**config.mk**
```make
export PLATFORM = sky130hd
export DESIGN_NAME = datamem_arbiter
export DESIGN_NICKNAME = d
export VERILOG_FILES = /design/src/rtl/datamem_arbiter.sv
export SDC_FILE = /design/constraint.sdc
export NUM_CORES = 1
export LEC_CHECK = 0
export ABC_AREA = 1
export BUFFER_PORTS_ARGS = -buffer_cell sky130_fd_sc_hd__buf_4
export CORE_UTILIZATION = 42
export DETAILED_ROUTE_END_ITERATION = 6
export GPL_TIMING_DRIVEN = 0
export HOLD_SLACK_MARGIN = 0.12
export PLACE_DENSITY = 0.86
export SYNTH_ARGS = -nofsm -noshare
export SYNTH_HDL_FRONTEND = slang
export SYNTH_SLANG_ARGS = --single-unit
```
**constraint.sdc**
```tcl
create_clock -name clk -period 1.97 [get_ports clk]
set_clock_uncertainty 0.05 [all_clocks]
set_input_delay 0.197 -clock clk [delete_from_list [all_inputs] [get_ports clk]]
set_output_delay 0.197 -clock clk [all_outputs]
set_load 0.005 [all_outputs]
```
**src/rtl/datamem_arbiter.sv**
```systemverilog
// ============================================================================
// Module   : datamem_arbiter
// Purpose  : Round-robin two-port arbiter and strobe sequencer for the
//            single-port data memory, with out-of-range address rejection.
// Revision : 1.0 - initial release
// ============================================================================
`default_nettype none

module datamem_arbiter #(
    parameter int DEPTH   = 65,
    parameter int MEM_LAT = 1
) (
    input  logic        clk,
    input  logic        reset,
    input  logic        AReq,
    input  logic        BReq,
    input  logic        AWrite,
    input  logic        BWrite,
    input  logic [31:0] AAddress,
    input  logic [31:0] BAddress,
    input  logic [31:0] AWritedata,
    input  logic [31:0] BWritedata,
    output logic        AAck,
    output logic        BAck,
    output logic        AErr,
    output logic        BErr,
    output logic [31:0] AReaddata,
    output logic [31:0] BReaddata,
    output logic [31:0] Address,
    output logic [31:0] Writedata,
    output logic        MemRead,
    output logic        MemWrite,
    input  logic [31:0] Readdata,
    output logic        Busy
);

    localparam logic [31:0] c_depth    = 32'(DEPTH);
    localparam logic [3:0]  c_lat_init = 4'(MEM_LAT - 1);

    typedef enum logic [1:0] {
        S_IDLE  = 2'd0,
        S_SERVE = 2'd1,
        S_DONE  = 2'd2
    } state_t;

    state_t      r_state;
    state_t      w_next;
    logic        r_last_b;
    logic        r_gnt_b;
    logic        r_write;
    logic        r_err;
    logic [3:0]  r_cnt;
    logic [31:0] r_addr;
    logic [31:0] r_wdata;
    logic [31:0] r_a_rdata;
    logic [31:0] r_b_rdata;

    logic        w_grant;
    logic        w_sel_b;
    logic        w_req_write;
    logic [31:0] w_req_addr;
    logic [31:0] w_req_wdata;
    logic        w_oor;

    // B wins only when it is alone or A was served last.
    always_comb begin
        w_grant     = AReq | BReq;
        w_sel_b     = BReq & (~AReq | ~r_last_b);
        w_req_write = w_sel_b ? BWrite     : AWrite;
        w_req_addr  = w_sel_b ? BAddress   : AAddress;
        w_req_wdata = w_sel_b ? BWritedata : AWritedata;
        w_oor       = (w_req_addr >= c_depth);
    end

    always_comb begin
        w_next = r_state;
        case (r_state)
            S_IDLE: begin
                if (w_grant) begin
                    w_next = w_oor ? S_DONE : S_SERVE;
                end
            end
            S_SERVE: begin
                if (r_cnt == 4'd0) begin
                    w_next = S_DONE;
                end
            end
            S_DONE:  w_next = S_IDLE;
            default: w_next = S_IDLE;
        endcase
    end

    always_ff @(posedge clk) begin
        if (reset) begin
            r_state <= S_IDLE;
        end else begin
            r_state <= w_next;
        end
    end

    // Rejected accesses leave the memory-side address/data untouched.
    always_ff @(posedge clk) begin
        if (reset) begin
            r_last_b  <= 1'b1;
            r_gnt_b   <= 1'b0;
            r_write   <= 1'b0;
            r_err     <= 1'b0;
            r_cnt     <= 4'd0;
            r_addr    <= 32'd0;
            r_wdata   <= 32'd0;
            r_a_rdata <= 32'd0;
            r_b_rdata <= 32'd0;
        end else begin
            case (r_state)
                S_IDLE: begin
                    if (w_grant) begin
                        r_gnt_b  <= w_sel_b;
                        r_last_b <= w_sel_b;
                        r_write  <= w_req_write;
                        r_err    <= w_oor;
                        r_cnt    <= c_lat_init;
                        if (!w_oor) begin
                            r_addr  <= w_req_addr;
                            r_wdata <= w_req_wdata;
                        end
                    end
                end
                S_SERVE: begin
                    if (r_cnt == 4'd0) begin
                        if (!r_write) begin
                            if (r_gnt_b) begin
                                r_b_rdata <= Readdata;
                            end else begin
                                r_a_rdata <= Readdata;
                            end
                        end
                    end else begin
                        r_cnt <= r_cnt - 4'd1;
                    end
                end
                default: begin
                end
            endcase
        end
    end

    assign MemRead   = (r_state == S_SERVE) & ~r_write;
    assign MemWrite  = (r_state == S_SERVE) &  r_write;
    assign AAck      = (r_state == S_DONE)  & ~r_gnt_b;
    assign BAck      = (r_state == S_DONE)  &  r_gnt_b;
    assign AErr      = AAck & r_err;
    assign BErr      = BAck & r_err;
    assign Busy      = (r_state != S_IDLE);
    assign Address   = r_addr;
    assign Writedata = r_wdata;
    assign AReaddata = r_a_rdata;
    assign BReaddata = r_b_rdata;

endmodule

`default_nettype wire

```
==> results by stage <==
Die:
- The die covers 14900 um^2.
- The die boundary height is 122 um.
- After floorplanning, the core was divided into 43 placement rows.
- The I/O pin count is 301.
- The initial utilization of the core area, before any placement, comes to 0.433.
- The die is 122 um wide.
- The total core area is 14000 um^2.

Critical path:
- The kind of start point of the critical path is a flip-flop.
- STA puts the critical path data arrival time at 2.57 ns.
- The type of element capturing the critical path is a flip-flop.
- The setup slack on the worst flop-to-flop path is -0.32 ns.
- The critical path launch point is r_last_b.
- The worst reg2reg path startpoint is r_last_b.
- The critical path class is flip-flop to flip-flop.
- The largest fanout on the critical path is 10.
- The worst path required time is 2.25 ns.

STA:
- The worst pin sits at a relative slew slack of 0.559.
- The setup violation total in the final timing report is 67.
- The final cycle utilization of the critical path is 1.16.
- Summed over all failing endpoints, the final setup total negative slack is -13.93 ns.
- The number of hold violations in the final report is 0.
- The worst-margin pin slew is 0.662 ns.
- For the finished layout, the period the worst path requires is 2.29 ns.
- The count of pins over their slew limit came to 0.
- The timing-limited maximum frequency is 437 MHz.
- On the final layout, the worst hold slack is 0.168 ns.
- Setup repair after global routing could not meet its margin everywhere.
- Setup slack on the critical path of the routed design comes to -0.321 ns.

Drt:
- For this block, the routed nets add up to 26800 um of wire.
- The number of nets with antenna violations after detailed routing is 0.
- The number of remaining DRC errors is 0.
- The first-pass iteration count of the detailed router is 6.
- The mean number of vias per cell is 5.19.
- The final route contains 8065 vias.
- The routed wirelength normalized by instance count is 17.2 um.
- The number of design-rule violations left by the first detailed-router iteration is 661.

Yosys:
- The proportion of register bits with asynchronous set or reset after synthesis is 0.
- The sequential fraction of the synthesis area is 0.457.
- The flip-flop and latch count after synthesis is 138.
- In this run, synthesis inferred 0 flip-flops with an integrated enable.
- Of all cell types, the one taking the most synthesized area is sky130_fd_sc_hd__dfxtp_1.
- After synthesis the cells add up to 6050 um^2.
- The per-instance average area after synthesis is 6.53 um^2.
- Yosys printed 0 warnings.
- Yosys mapped the design onto 27 distinct sky130hd cell types.
- By area the synthesized netlist is led by sky130_fd_sc_hd__dfxtp_1 (46%), sky130_fd_sc_hd__nand2_1 (15%), sky130_fd_sc_hd__nor2_1 (14%), sky130_fd_sc_hd__inv_1 (7.1%), sky130_fd_sc_hd__o21ai_0 (5.4%).
- The most used flip-flop cell after synthesis is sky130_fd_sc_hd__dfxtp_1.
- When the netlist entered floorplanning its net count stood at 1094.
- The commonest cells after synthesis are sky130_fd_sc_hd__nand2_1 (247), sky130_fd_sc_hd__nor2_1 (226), sky130_fd_sc_hd__dfxtp_1 (138).
- The portion of synthesized cell area occupied by the leading cell type is 0.457.
- The synthesized netlist cell count is 927.
- In the post-synthesis netlist, the cell with the most instances is sky130_fd_sc_hd__nand2_1.

Min path:
- In this run the most critical hold path is launched from AWritedata[4].
- In this run the worst hold path is classified as primary input to flip-flop.

Final layout:
- Fill cells in the final layout number 884.
- The final net count is 1529.
- The core occupancy in the finished layout is 0.759.
- The number of antenna diodes in the final layout is 0.
- The area growth from synthesis to final layout is 75.6%.
- In the final layout, the share of cells above drive strength 1 is 0.301.

Placed design:
- The setup slack after placement is -0.421 ns.
- The wire-length estimate of the detail-placed layout is 14600 um.
- In this run the tool buffered the top-level ports with 300 buffer cells.
- The final weighted congestion of routability-driven global placement is 0.903.

Clock network:
- The total clock buffers created by CTS is 17.
- The maximum root-to-sink buffer count is 2.
- In this run the number of H-tree levels came out at 4.
- The later pin in the worst-skew pair is clocked with a latency of 0.41 ns.
- The clock tree from TritonCTS is done.
- Clock-pin slew was measured on the worst setup and hold paths at 0.06 ns.
- Counting every sink on the clock net gives 138.
- The root buffer cell chosen for the clock tree is sky130_fd_sc_hd__clkbuf_16.

Global route:
- The global-route wire length before repair is 36400 um.
- The pin count of the biggest net entering global routing is 17.
- The number of antenna violations at the first check in global routing is 0.
- Global routing finished with a remaining overflow of 0.
- The overall routing resource usage is 0.316.
- The via count of the first global-routing pass was 7557.

Pwr:
- Dividing total power by cell area gives a power density of 690 nW/um^2.
- Across the VDD grid, the largest voltage drop is 0.640 mV.
- In this run the static leakage power is 0.00578 uW.

Run status:
- The flow ran to the end, but the final reports show violations.
- The final reports fail on setup timing.

Job:
- The tool flagged a number of max-cap violations equal to 0.
-- worst paths after layout --
path,end,depth (start not counted)
setup reg to reg,Writedata[29],16
hold / removal,Writedata[4],5
setup / recovery,Writedata[29],16
hold reg to reg,Address[23],2
-- metal layers --
layer | up-vias | part of all wire | GRT usage
li1 | 3685 | - | -
met2 | 554 | 0.48 | 0.567
met3 | 154 | 0.12 | 0.106
met5 | - | 0 | 0
met1 | 3672 | 0.35 | 0.324
met4 | 0 | 0.056 | 0.160
-- state kept, by name, indices dropped and copies added, names as in the netlist --
signal     flops
r_write        1
AReaddata     32
r_state        2
Writedata     32
BReaddata     32
r_last_b       1
r_err          1
Address       32
r_cnt          4
r_gnt_b        1
-- cells by family after synthesis --
family	count (synthesis)	share of synthesized area
xor gates and xnor gates	1	0.00145
DFF	138	0.457
and+or+nand+nor	525	0.344
AOI/OAI and AO/OA	97	0.0817
buffers and inverters	165	0.114
adders and majority gates	1	0.00207
-- final cells by class --
class / count / area (um^2) / area share
Timing Repair Buffer: 416 / 3470 / 0.326
Sequential cell: 138 / 2760 / 0.260
Multi-Input combinational cell: 625 / 2750 / 0.259
Inverter: 115 / 432 / 0.0406
Clock buffer: 17 / 425 / 0.0400
Buffer: 49 / 343 / 0.0323
Tap cell: 180 / 225 / 0.0212
Clock inverter: 14 / 219 / 0.0206
-- worst max-delay path, cell delays in order (launching register included) --
cell and delay (ns):
sky130_fd_sc_hd__dfxtp_2 0.34, sky130_fd_sc_hd__nand2_4 0.12, sky130_fd_sc_hd__nand2_4 0.10, sky130_fd_sc_hd__buf_4 0.17, sky130_fd_sc_hd__nand2_1 0.08, sky130_fd_sc_hd__nand2_2 0.08
sky130_fd_sc_hd__nor2_1 0.15, sky130_fd_sc_hd__nand2_1 0.11, sky130_fd_sc_hd__nand2_1 0.09, sky130_fd_sc_hd__nand2_1 0.08, sky130_fd_sc_hd__nor2_4 0.15, sky130_fd_sc_hd__nand3_4 0.10
sky130_fd_sc_hd__buf_6 0.17, sky130_fd_sc_hd__buf_8 0.14, sky130_fd_sc_hd__nand2_1 0.06, sky130_fd_sc_hd__nand2_1 0.06, sky130_fd_sc_hd__nor2_1 0.18
-- power breakdown --
part	internal, uW	leakage, uW	switching (uW)
clock	2250	0.000310	1270
combinational	518	0.00436	469
sequential	2810	0.00111	12.9
-- metrics by stage --
stage	cells	instance area [um^2]	power [uW]
2_1_floorplan	927	6050	3170
3_3_place_gp	1407	8530	3520
3_5_place_dp	1407	8530	3530
4_1_cts	1546	10300	7190
5_1_grt	1554	10600	7540
6_report	1554	10600	7330
-- timing repair --
item / 4_1_cts / 5_1_grt
gates resized for setup: 38 / 51
endpoints found under the hold margin: 104 / 0
cloned: 2 / 6
hold buffers: 101 / 0
pin swaps: 6 / 5
setup endpoints to repair: 127 / 130
buffers inserted: 6 / 2
-- placed cells by master, fill, tap and decap left out, types with 2 or more instances in the layout --
cell type and n:
sky130_fd_sc_hd__buf_4 311, sky130_fd_sc_hd__nand2_1 241, sky130_fd_sc_hd__nor2_1 209, sky130_fd_sc_hd__dfxtp_1 137, sky130_fd_sc_hd__inv_1 113, sky130_fd_sc_hd__dlygate4sd3_1 101
sky130_fd_sc_hd__o21ai_0 65, sky130_fd_sc_hd__nand3_1 33, sky130_fd_sc_hd__clkbuf_16 22, sky130_fd_sc_hd__clkbuf_1 18, sky130_fd_sc_hd__o21ai_1 16, sky130_fd_sc_hd__nor2_2 12
sky130_fd_sc_hd__nor2_4 7, sky130_fd_sc_hd__clkbuf_2 7, sky130_fd_sc_hd__buf_8 7, sky130_fd_sc_hd__buf_6 7, sky130_fd_sc_hd__nand2_2 6, sky130_fd_sc_hd__a21oi_1 6
sky130_fd_sc_hd__o21ai_2 6, sky130_fd_sc_hd__bufinv_16 5, sky130_fd_sc_hd__clkbuf_4 4, sky130_fd_sc_hd__nand4_1 4, sky130_fd_sc_hd__nor3_1 3, sky130_fd_sc_hd__buf_2 3
sky130_fd_sc_hd__nand3b_1 3, sky130_fd_sc_hd__inv_6 3, sky130_fd_sc_hd__nor4_1 2, sky130_fd_sc_hd__buf_1 2, sky130_fd_sc_hd__nand2_4 2, sky130_fd_sc_hd__clkinv_2 2
sky130_fd_sc_hd__clkinv_4 2, sky130_fd_sc_hd__clkinvlp_4 2
(Power assumes the default switching activity.)
